[config.mk]
export PLATFORM = sky130hd
export DESIGN_NAME = bist_sig_engine
export DESIGN_NICKNAME = d
export VERILOG_FILES = /design/src/rtl/bist_pkg.sv /design/src/rtl/bist_misr.sv /design/src/rtl/bist_sig_engine.sv
export SDC_FILE = /design/constraint.sdc
export NUM_CORES = 1
export LEC_CHECK = 0
export ABC_CLOCK_PERIOD_IN_PS = 2000
export BUFFER_PORTS_ARGS = -buffer_cell sky130_fd_sc_hd__buf_2
export CORE_MARGIN = 2
export CORE_UTILIZATION = 40
export DETAILED_ROUTE_END_ITERATION = 8
export PLACE_DENSITY = 0.59
export SLEW_MARGIN = 15
export SYNTH_ARGS = -nofsm -noshare
export SYNTH_HDL_FRONTEND = slang
export SYNTH_SLANG_ARGS = --single-unit
[constraint.sdc]
create_clock -name clk -period 2 [get_ports clk]
set_clock_uncertainty 0.1 [all_clocks]
set_input_delay 0.4 -clock clk [delete_from_list [all_inputs] [get_ports clk]]
set_output_delay 0.4 -clock clk [all_outputs]
set_load 0.02 [all_outputs]
[src/rtl/bist_pkg.sv]
// Shared types and helpers for the BIST signature engine: phase FSM encoding,
// default feedback constants and the MISR next-state function.
package bist_pkg;

  typedef enum logic [2:0] {
    IDLE, RUN_A, DRAIN_A, CHECK_A, RUN_B, DRAIN_B, CHECK_B, DONE
  } state_e;

  localparam logic [39:0] LFSR_TAPS_DEF = 40'h80_0030_0000;
  localparam logic [15:0] MISR_POLY_DEF = 16'h1021;

  // Evaluated at 64 bits; the caller truncates to its own width w.
  function automatic logic [63:0] misr_next(input logic [63:0] sig,
                                            input logic [63:0] din,
                                            input logic [63:0] poly,
                                            input int unsigned w);
    logic [63:0] nxt;
    nxt = (sig << 1) ^ din;
    if (sig[6'(w - 1)]) nxt = nxt ^ poly;
    return nxt;
  endfunction

endpackage

[src/rtl/bist_misr.sv]
// Multiple-input signature register compacting one result word per enabled cycle.
module bist_misr
  import bist_pkg::*;
#(
  parameter int               RES_W = 16,
  parameter logic [RES_W-1:0] POLY  = RES_W'(MISR_POLY_DEF)
) (
  input  logic             clk,
  input  logic             rst_n,
  input  logic             clr,
  input  logic             en,
  input  logic [RES_W-1:0] din,
  output logic [RES_W-1:0] sig
);

  logic [RES_W-1:0] sig_q, sig_d, nxt;

  always_comb begin
    nxt   = RES_W'(misr_next(64'(sig_q), 64'(din), 64'(POLY), RES_W));
    sig_d = sig_q;
    if (clr)     sig_d = '0;
    else if (en) sig_d = nxt;
  end

  always_ff @(posedge clk or negedge rst_n) begin
    if (!rst_n) sig_q <= '0;
    else        sig_q <= sig_d;
  end

  assign sig = sig_q;

endmodule

[src/rtl/bist_sig_engine.sv]
// Two-phase LFSR/MISR self-test of the altitude (A) and battery (B) equations;
// both phases replay the same vector sequence and are checked against goldens.
module bist_sig_engine
  import bist_pkg::*;
#(
  parameter int                  DATA_W    = 8,
  parameter int                  RES_W     = 16,
  parameter int                  NUM_VEC   = 16,
  parameter int                  LATENCY   = 4,
  parameter logic [5*DATA_W-1:0] LFSR_SEED = 40'h00_0000_0ACE,
  parameter logic [5*DATA_W-1:0] LFSR_TAPS = (5*DATA_W)'(LFSR_TAPS_DEF),
  parameter logic [RES_W-1:0]    MISR_POLY = RES_W'(MISR_POLY_DEF),
  parameter logic [RES_W-1:0]    GOLDEN_A  = '0,
  parameter logic [RES_W-1:0]    GOLDEN_B  = '0
) (
  input  logic              clk,
  input  logic              rst_n,
  input  logic              start_bist,
  input  logic [RES_W-1:0]  result_a,
  input  logic [RES_W-1:0]  result_b,
  output logic [DATA_W-1:0] x1_test,
  output logic [DATA_W-1:0] x2_test,
  output logic [DATA_W-1:0] v_test,
  output logic [DATA_W-1:0] t_test,
  output logic [DATA_W-1:0] c_test,
  output logic              sel_eq_test,
  output logic              bist_active,
  output logic              bist_done,
  output logic              bist_pass,
  output logic              fail_a,
  output logic              fail_b,
  output logic [RES_W-1:0]  sig_a,
  output logic [RES_W-1:0]  sig_b
);

  localparam int LW    = 5 * DATA_W;
  localparam int CNT_W = $clog2(NUM_VEC + 1);
  localparam int DRN_W = $clog2(LATENCY + 1);

  state_e             state_q, state_d;
  logic [LW-1:0]      lfsr_q, lfsr_d;
  logic [CNT_W-1:0]   vec_cnt_q, vec_cnt_d;
  logic [DRN_W-1:0]   drn_cnt_q, drn_cnt_d;
  logic [LATENCY-1:0] vld_pipe_q, vld_pipe_d;
  logic               fail_a_q, fail_a_d, fail_b_q, fail_b_d;
  logic [RES_W-1:0]   sig_a_q, sig_a_d, sig_b_q, sig_b_d;
  logic               run, phase_b, enter_run, start_ok;
  logic [RES_W-1:0]   misr_sig;

  assign run       = (state_q == RUN_A) || (state_q == RUN_B);
  assign phase_b   = state_q inside {RUN_B, DRAIN_B, CHECK_B};
  assign start_ok  = start_bist && (state_q == IDLE || state_q == DONE);
  assign enter_run = ((state_d == RUN_A) && (state_q != RUN_A)) ||
                     ((state_d == RUN_B) && (state_q != RUN_B));

  always_ff @(posedge clk or negedge rst_n) begin
    if (!rst_n) state_q <= IDLE;
    else        state_q <= state_d;
  end

  always_comb begin
    state_d = state_q;
    case (state_q)
      IDLE, DONE: if (start_bist) state_d = RUN_A;
      RUN_A:   if (vec_cnt_q == CNT_W'(NUM_VEC - 1)) state_d = DRAIN_A;
      DRAIN_A: if (drn_cnt_q == DRN_W'(LATENCY - 1)) state_d = CHECK_A;
      CHECK_A: state_d = RUN_B;
      RUN_B:   if (vec_cnt_q == CNT_W'(NUM_VEC - 1)) state_d = DRAIN_B;
      DRAIN_B: if (drn_cnt_q == DRN_W'(LATENCY - 1)) state_d = CHECK_B;
      CHECK_B: state_d = DONE;
      default: state_d = IDLE;
    endcase
  end

  always_comb begin
    bist_active = !(state_q == IDLE || state_q == DONE);
    bist_done   = (state_q == DONE);
    bist_pass   = (state_q == DONE) && !(fail_a_q || fail_b_q);
    sel_eq_test = phase_b;
    x1_test     = run ? lfsr_q[1*DATA_W-1:0*DATA_W] : '0;
    x2_test     = run ? lfsr_q[2*DATA_W-1:1*DATA_W] : '0;
    v_test      = run ? lfsr_q[3*DATA_W-1:2*DATA_W] : '0;
    t_test      = run ? lfsr_q[4*DATA_W-1:3*DATA_W] : '0;
    c_test      = run ? lfsr_q[5*DATA_W-1:4*DATA_W] : '0;
  end

  // Entering either RUN state reseeds, so phase B replays phase A's vectors.
  always_comb begin
    lfsr_d     = lfsr_q;
    vec_cnt_d  = vec_cnt_q;
    if (enter_run) begin
      lfsr_d    = LFSR_SEED;
      vec_cnt_d = '0;
    end else if (run) begin
      lfsr_d    = {lfsr_q[LW-2:0], ^(lfsr_q & LFSR_TAPS)};
      vec_cnt_d = vec_cnt_q + 1'b1;
    end
    drn_cnt_d  = (state_q == DRAIN_A || state_q == DRAIN_B) ? drn_cnt_q + 1'b1 : '0;
    vld_pipe_d = LATENCY'({vld_pipe_q, run});
    fail_a_d   = fail_a_q;
    fail_b_d   = fail_b_q;
    sig_a_d    = sig_a_q;
    sig_b_d    = sig_b_q;
    if (start_ok) begin
      fail_a_d = 1'b0;
      fail_b_d = 1'b0;
    end
    if (state_q == CHECK_A) begin
      sig_a_d  = misr_sig;
      fail_a_d = (misr_sig != GOLDEN_A);
    end
    if (state_q == CHECK_B) begin
      sig_b_d  = misr_sig;
      fail_b_d = (misr_sig != GOLDEN_B);
    end
  end

  always_ff @(posedge clk or negedge rst_n) begin
    if (!rst_n) begin
      lfsr_q     <= '0;
      vec_cnt_q  <= '0;
      drn_cnt_q  <= '0;
      vld_pipe_q <= '0;
      fail_a_q   <= 1'b0;
      fail_b_q   <= 1'b0;
      sig_a_q    <= '0;
      sig_b_q    <= '0;
    end else begin
      lfsr_q     <= lfsr_d;
      vec_cnt_q  <= vec_cnt_d;
      drn_cnt_q  <= drn_cnt_d;
      vld_pipe_q <= vld_pipe_d;
      fail_a_q   <= fail_a_d;
      fail_b_q   <= fail_b_d;
      sig_a_q    <= sig_a_d;
      sig_b_q    <= sig_b_d;
    end
  end

  bist_misr #(.RES_W(RES_W), .POLY(MISR_POLY)) u_misr (
    .clk   (clk),
    .rst_n (rst_n),
    .clr   (enter_run),
    .en    (vld_pipe_q[LATENCY-1]),
    .din   (phase_b ? result_b : result_a),
    .sig   (misr_sig)
  );

  assign fail_a = fail_a_q;
  assign fail_b = fail_b_q;
  assign sig_a  = sig_a_q;
  assign sig_b  = sig_b_q;

endmodule

==> impl_metrics.ini, run 1 <==
[power_and_ir_drop]
power_frac_comb_pct = 54.1
clkPwrFrac_pct = 14.0
p_int_uw = 6890
power_leakage_uw = 0.00325
power_frac_seq_pct = 31.9
switching_power_uw = 5010
p_sw_share_pct = 42.1
power_density_nw_per_um2 = 1820
ir_drop_uv = 1020

[synth]
ys_seq_elements = 105
synth_seq_area_share_pct = 53.4
netlist-cell-type-count = 41
synthCells = 493
synth-main-ff-cell = dfrtp_1
synth_top_area_share_pct = 53.4
yosysWarnings = 0
synth_area_leaders = dfrtp_1 (53%), mux2_2 (7.3%), a21oi_1 (6.8%)
synth_top_cell_by_area = dfrtp_1
synthArstFlopShare_pct = 100
netlist_area_um2 = 4920
syn_avg_cell_area_um2 = 9.97
syn_nets = 532
synth-edff-count = 0

[routing]
route.detailed.drc = 0
via_per_inst = 5.20
routedWlPerCell_um = 15.4
drt_iter0_markers = 255
vias = 3991
finalWirelength_mm = 11.8
drt-pass1-iter-count = 4
ant_nets = 0

[cells_and_area]
fin_util_pct = 54.3
drive_gt1_share_pct = 40.2
n_antenna_cell = 0
layout.nets = 655
final_common_cell = dfrtp_1
n_fill_cell = 1066
mostFrequentLayoutCells = dfrtp_1 (105), buf_2 (69), a21oi_1 (67), nand2_1 (65), buf_6 (42)
area_growth_pct = 32.7

[setup_path]
critPathRequiredTime_ns = 1.50
max_stage_delay_ns = 0.41
crit_slowest_cell = dfrtp_1
path_class = reg -> out
cp_cell_sequence = xnor2_2 > or2_4 > clkinv_8 > clkbuf_16 > and2_4 > buf_6
crit_fanout = 9
r2r_cells = 5
worstPathArrival_ns = 1.69
endpoint_kind = output port
cp-start-kind = flop

[placed_design]
dpl.hpwl_mm = 7.69
portBuffers = 112
place.gp.congestion = 0.766
dp_slack_ns = 0.117

[run_status]
status = finished, violations left
violations = setup timing

[grt]
antenna_found_initial = 0
grt_pass1_wl_mm = 18.9
grt_max_degree = 54
grt_usage_pct = 18.2
grt_pass1_vias = 3830
grt-ovfl-total = 0

[cts]
root_buffer = clkbuf_16
clock_latency_ns = 0.34
cts.sinks = 105
numCtsBuffers = 9
cts_buffer_depth = 2
clkTransAtPathRegs_ns = 0.07
htreeDepth = 3
cts_tree = done

[floorplanning]
row_count = 40
start_util_pct = 40.9
ioPinCount = 113
die_y_um = 115
die_area_um2 = 13200
die_w_um = 115
core_area_um2 = 12000

[hold_path]
hold_path.class = reg -> reg
holdPathStages = 0

[sta]
hold_viol = 0
rsz0062_at_grt = yes
setup_slack_ns = -0.185
whs_ns = 0.251
fmax_mhz = 458
tns_ns = -5.96
setup_violations = 40
period_share_pct = 109
period_minus_slack_ns = 2.19
final_max_slew_viol_count = 0
relSlewSlack_pct = 68.5
tightest_slew_ns = 0.472

[run]
drv_cap = 0
[synth_stat cells, types with 2 or more instances]
master / count
clkbuf_1: 8
nand2_1: 85
ha_1: 4
a211oi_1: 3
buf_4: 4
and2b_1: 3
nand4_1: 2
a21oi_1: 67
xnor2_1: 9
nor2b_1: 12
and3_1: 2
o21ai_0: 5
dfrtp_1: 105
inv_1: 38
buf_2: 14
nor4_1: 5
a32oi_1: 14
nor2_1: 26
nand3_1: 2
and2_1: 9
a211o_1: 7
mux2_2: 32
mux2i_1: 17
buf_6: 3
[worst paths after layout]
| check | to | slack (ns) | from |
|---|---|---|---|
| hold / removal | vld_pipe_q[3] | 0.25 | vld_pipe_q[2] |
| setup / recovery | x1_test[1] | -0.19 | state_q[2] |
| setup reg to reg | vec_cnt_q[4] | 0.09 | state_q[2] |
| max in group asynchronous | u_misr.sig[8] | 0.73 | rst_n |
| min in group asynchronous | sig_b[8] | 0.42 | rst_n |
| hold reg to reg | vld_pipe_q[3] | 0.25 | vld_pipe_q[2] |
[final cells by class]
| type | instances | area, um^2 | share of cell area, % |
|---|---|---|---|
| clock buffers | 12 | 267 | 4.09 |
| repair buffers | 141 | 1170 | 18.0 |
| well taps | 147 | 184 | 2.82 |
| flip-flops and latches | 105 | 2630 | 40.3 |
| clock inverters | 3 | 15.0 | 0.230 |
| repair inverters | 1 | 7.51 | 0.115 |
| multi-input cells | 318 | 2090 | 32.0 |
| inverters | 40 | 166 | 2.55 |
[critical path: cells and delay by family (launching register included)]
family	cells	cell delay [ns]
xor gates and xnor gates	1	0.15
and+or+nand+nor	2	0.42
DFF	1	0.41
buffers and inverters	3	0.36
[metal layers]
| layer | share of wire (%) | vias to the layer above | GRT usage (%) |
|---|---|---|---|
| met1 | 45 | 1950 | 24.5 |
| met2 | 48 | 124 | 29.3 |
| met3 | 6.2 | 10 | 5.64 |
| li1 | - | 1907 | - |
| met4 | 0.99 | 0 | 3.94 |
| met5 | 0 | - | 0 |
[power groups by stage]
| stage | Combinational [uW] | Sequential [uW] | Clock [uW] |
|---|---|---|---|
| floorplan | 3430 | 4040 | 0 |
| global placement | 5210 | 3770 | 0 |
| detailed placement | 5330 | 3800 | 0 |
| CTS | 6100 | 3770 | 1740 |
| global route | 6990 | 3920 | 1820 |
| finish | 6430 | 3790 | 1670 |
[stage by stage]
step	total power, uW	instance area (um^2)	cells
floorplan	7470	4920	493
global placement	8970	5740	740
detailed placement	9120	5740	740
CTS	11600	6370	763
global route	12700	6520	767
finish	11900	6520	767
[state kept, by name (all words and copies together) (netlist names), 3 cells and up]
| name | flops |
|---|---|
| state_q | 3 |
| sig_b | 16 |
| lfsr_q | 40 |
| sig_a | 16 |
| drn_cnt_q | 3 |
| vec_cnt_q | 5 |
| vld_pipe_q | 4 |
| u_misr.sig | 16 |
[cells by family after synthesis]
logic type      Yosys count  share of synthesized area (%)
compound gates          103                           12.7
xor+xnor                  9                           1.60
fa+ha+maj                 4                           1.02
buf+inv                  70                           6.54
flops                   105                           53.4
mux                      49                           10.8
simple gates            153                           13.9
[what timing repair did]
action | 4_1_cts | 5_1_grt
cloned | 2 | 1
buffers inserted | 5 | 4
hold buffers | 1 | 0
endpoints found under the hold margin | 25 | 0
resized for setup | 92 | 52
pin swaps | 1 | 4
setup endpoints to repair | 42 | 43
Note: power is estimated with default switching activity, not from simulation.
==> run 2, diff against run 1 <==
--- a/config.mk
+++ b/config.mk
@@ -14,4 +14,5 @@
 export SLEW_MARGIN = 15
 export SYNTH_ARGS = -nofsm -noshare
 export SYNTH_HDL_FRONTEND = slang
+export SYNTH_HIERARCHICAL = 1
 export SYNTH_SLANG_ARGS = --single-unit
==> run 2 against run 1 <==
Effect of this change:
- the run still ends with setup timing left
- design area rose by 6.4%
- sequential cell count stayed put
- sequential power fell by 8.4%
- fmax decreased by 1.9%
- clock-buffer cell count fell by 1
- first-iteration DRC count is 8.6% higher
- synthesized cell count decreased by 7.3%
- clock power about the same
- total power grew 1.8%
- register-to-register slack got worse by 0.16 ns
- critical path type unchanged
- critical endpoint is now x1_test[0]
- largest cell class unchanged
==> impl_metrics.ini, run 2 <==
[synth]
yosys.cell_count.top_type = dfrtp_1
synthArstFlopShare_pct = 100
syn_nets = 496
synth_top_cell_by_area = dfrtp_1
synth-simple-area-share_pct = 10.2
ys_seq_elements = 105
yosysWarnings = 6
synth_mux_area_share_pct = 11.4
synth-edff-count = 0
synth_area_leaders = dfrtp_1 (53%), mux2_2 (11%), o21ai_0 (4.4%)
netlist-cell-type-count = 45
synth_seq_area_share_pct = 53.3
synth_top_family_by_area = compound AO/OA/AOI/OAI gates
synthTopCellsByCount = dfrtp_1 (105), mux2_2 (48), o21ai_0 (43), a21oi_1 (41), inv_1 (38)
synth-main-ff-cell = dfrtp_1
netlist_area_um2 = 4930
synthCells = 457
synth_top_area_share_pct = 53.3
synthAdderAreaFrac_pct = 1.02
syn_avg_cell_area_um2 = 10.8
synth_compound_area_share_pct = 12.8
synth_xor_area_share_pct = 4.24

[power_and_ir_drop]
clkPwrFrac_pct = 14.0
p_int_uw = 7140
power_leakage_uw = 0.00336
power_frac_seq_pct = 28.6
p_sw_share_pct = 41.1
ir_drop_uv = 743
power_density_nw_per_um2 = 1750
switching_power_uw = 4980
power_frac_comb_pct = 57.3

[placed_design]
dpl.hpwl_mm = 7.91
portBuffers = 112
place.gp.congestion = 0.771
dp_slack_ns = 0.0504

[grt]
grt_pass1_vias = 3875
grt-ovfl-total = 0
grt_pass1_wl_mm = 19.9
grt_usage_pct = 19.1
grt_max_degree = 47
antenna_found_initial = 0

[cts]
numCtsBuffers = 9
cts_tree = done
root_buffer = clkbuf_16
clock_latency_ns = 0.35
clkTransAtPathRegs_ns = 0.07
cts.sinks = 105
htreeDepth = 3
cts_buffer_depth = 2

[routing]
route.met3.wl_um = 632
route.detailed.drc = 0
drt-met1-wl_mm = 5.70
highest_layer = met4
ant_nets = 0
drt-pass1-iter-count = 5
vias = 3993
drt_iter0_markers = 277
via_per_inst = 5.35
routedWlPerCell_um = 17.2
finalWirelength_mm = 12.9
wl_met2_mm = 6.33

[sta]
relSlewSlack_pct = 75.6
rsz0062_at_grt = yes
period_minus_slack_ns = 2.23
tns_ns = -9.24
hold_viol = 0
final_max_slew_viol_count = 0
fmax_mhz = 449
setup_violations = 96
tightest_slew_ns = 0.366
period_share_pct = 111
setup_slack_ns = -0.228

[cells_and_area]
multi_input_area_um2 = 2230
layout.nets = 634
seq_area_um2 = 2630
n_fill_cell = 980
final_common_cell = dfrtp_1
regMostFlops = lfsr_q
n_antenna_cell = 0
area_growth_pct = 40.8
mostFrequentLayoutCells = dfrtp_1 (103), buf_2 (71), mux2_2 (46), o21ai_0 (43), a21oi_1 (41)
drive_gt1_share_pct = 49.0
fin_util_pct = 57.8
largest_reg_flops = 40

[setup_path]
max_stage_delay_ns = 0.40
r2r_start = state_q[2]
endpoint_kind = output port
cp_cell_sequence = buf_6 > xor2_4 > buf_6 > buf_16 > and3_4 > buf_6
cp-start-kind = flop
r2r_slack_ns = -0.07
cp_common_cell = buf_6
crit_fanout = 6
path_class = reg -> out
worstPathArrival_ns = 1.73
reg2reg_to = u_misr/sig[14]
critPathRequiredTime_ns = 1.50
r2r_cells = 8
crit_slowest_cell = dfrtp_1

[run_status]
violations = setup timing
status = finished, violations left

[floorplanning]
start_util_pct = 41.0
ioPinCount = 113
die_area_um2 = 13200
core_area_um2 = 12000
die_y_um = 115
row_count = 40
die_w_um = 115

[hold_path]
holdPathStages = 0
hold_path.class = reg -> reg
min_from = vld_pipe_q[1]
hold_end = vld_pipe_q[2]

[run]
drv_cap = 0
[run 2: cell types whose count changed in the layout (fill, tap and decap cells not counted), moves of 9 or more]
cell      previous run  this run
nand2_1             65         1
nand3_2              1        21
o21ai_0              5        43
a21oi_1             67        41
nand3_1              2        13
mux2i_1             16         2
buf_4               20        34
a32oi_1             14         0
nand2_2             21         0
nor2b_1             12         3
nand3b_1             0         9
mux2_2              32        46
[run 2: metal layers]
layer	track usage, %	vias up
li1	-	1867
met1	25.8	1987
met2	30.5	122
met3	4.11	17
met4	6.91	0
met5	0	-
[run 2: worst max-delay path by stage]
stage / to / cells past startpoint / slack (ns) / from
global route: v_test[0] / 6 / -0.31 / state_q[2]
global placement: u_misr/sig[5] / 6 / 0.11 / state_q[0]
finish: x1_test[0] / 6 / -0.23 / state_q[2]
floorplan: u_misr/sig[12] / 8 / -0.01 / state_q[2]
CTS: x1_test[1] / 6 / -0.18 / state_q[2]
detailed placement: u_misr/sig[7] / 5 / 0.05 / state_q[0]
[run 2: logic make-up after synthesis]
logic type      count (synthesis)
compound gates                111
xor+xnor                       20
fa+ha+maj                       4
buf+inv                        75
flops                         105
mux                            50
simple gates                   92
[run 2: area by class of cell]
type                    count  area share [%]
repair inverters            1           0.162
repair buffers            161            20.7
flip-flops and latches    105            37.9
clock inverters             5           0.577
inverters                  40            2.38
multi-input cells         277            32.1
clock buffers              11            3.50
well taps                 147            2.65
[run 2: power by group through the flow]
stage | Clock [uW] | Sequential [uW] | Combinational, uW
2_1_floorplan | 0 | 3710 | 3370
3_3_place_gp | 0 | 3470 | 5130
3_5_place_dp | 0 | 3510 | 5190
4_1_cts | 1730 | 3470 | 6270
5_1_grt | 1830 | 3570 | 7440
6_report | 1700 | 3470 | 6950
[run 2: timing repair]
| item | in CTS | in global routing |
|---|---|---|
| pin swaps | 5 | 1 |
| resized for setup | 128 | 23 |
| endpoints found under the setup margin | 44 | 105 |
| hold buffers | 1 | 0 |
| buffers inserted | 14 | 3 |
| endpoints found under the hold margin | 19 | 0 |
| cloned | 3 | 8 |
[run 2: worst max-delay path, delay by kind of cell, from the launching register on]
family        cells  cell delay, ns
simple gates      1            0.19
flops             1            0.40
xor+xnor          1            0.23
buf+inv           4            0.55
[run 2: through the flow]
stage          total power [uW]  hold WS [ns]  area (um^2)  std cells
2_1_floorplan              7080       0.00441         4990        457
3_3_place_gp               8600         0.203         5810        703
3_5_place_dp               8700         0.208         5810        703
4_1_cts                   11500         0.256         6680        736
5_1_grt                   12800         0.258         6940        747
6_report                  12100         0.250         6940        747
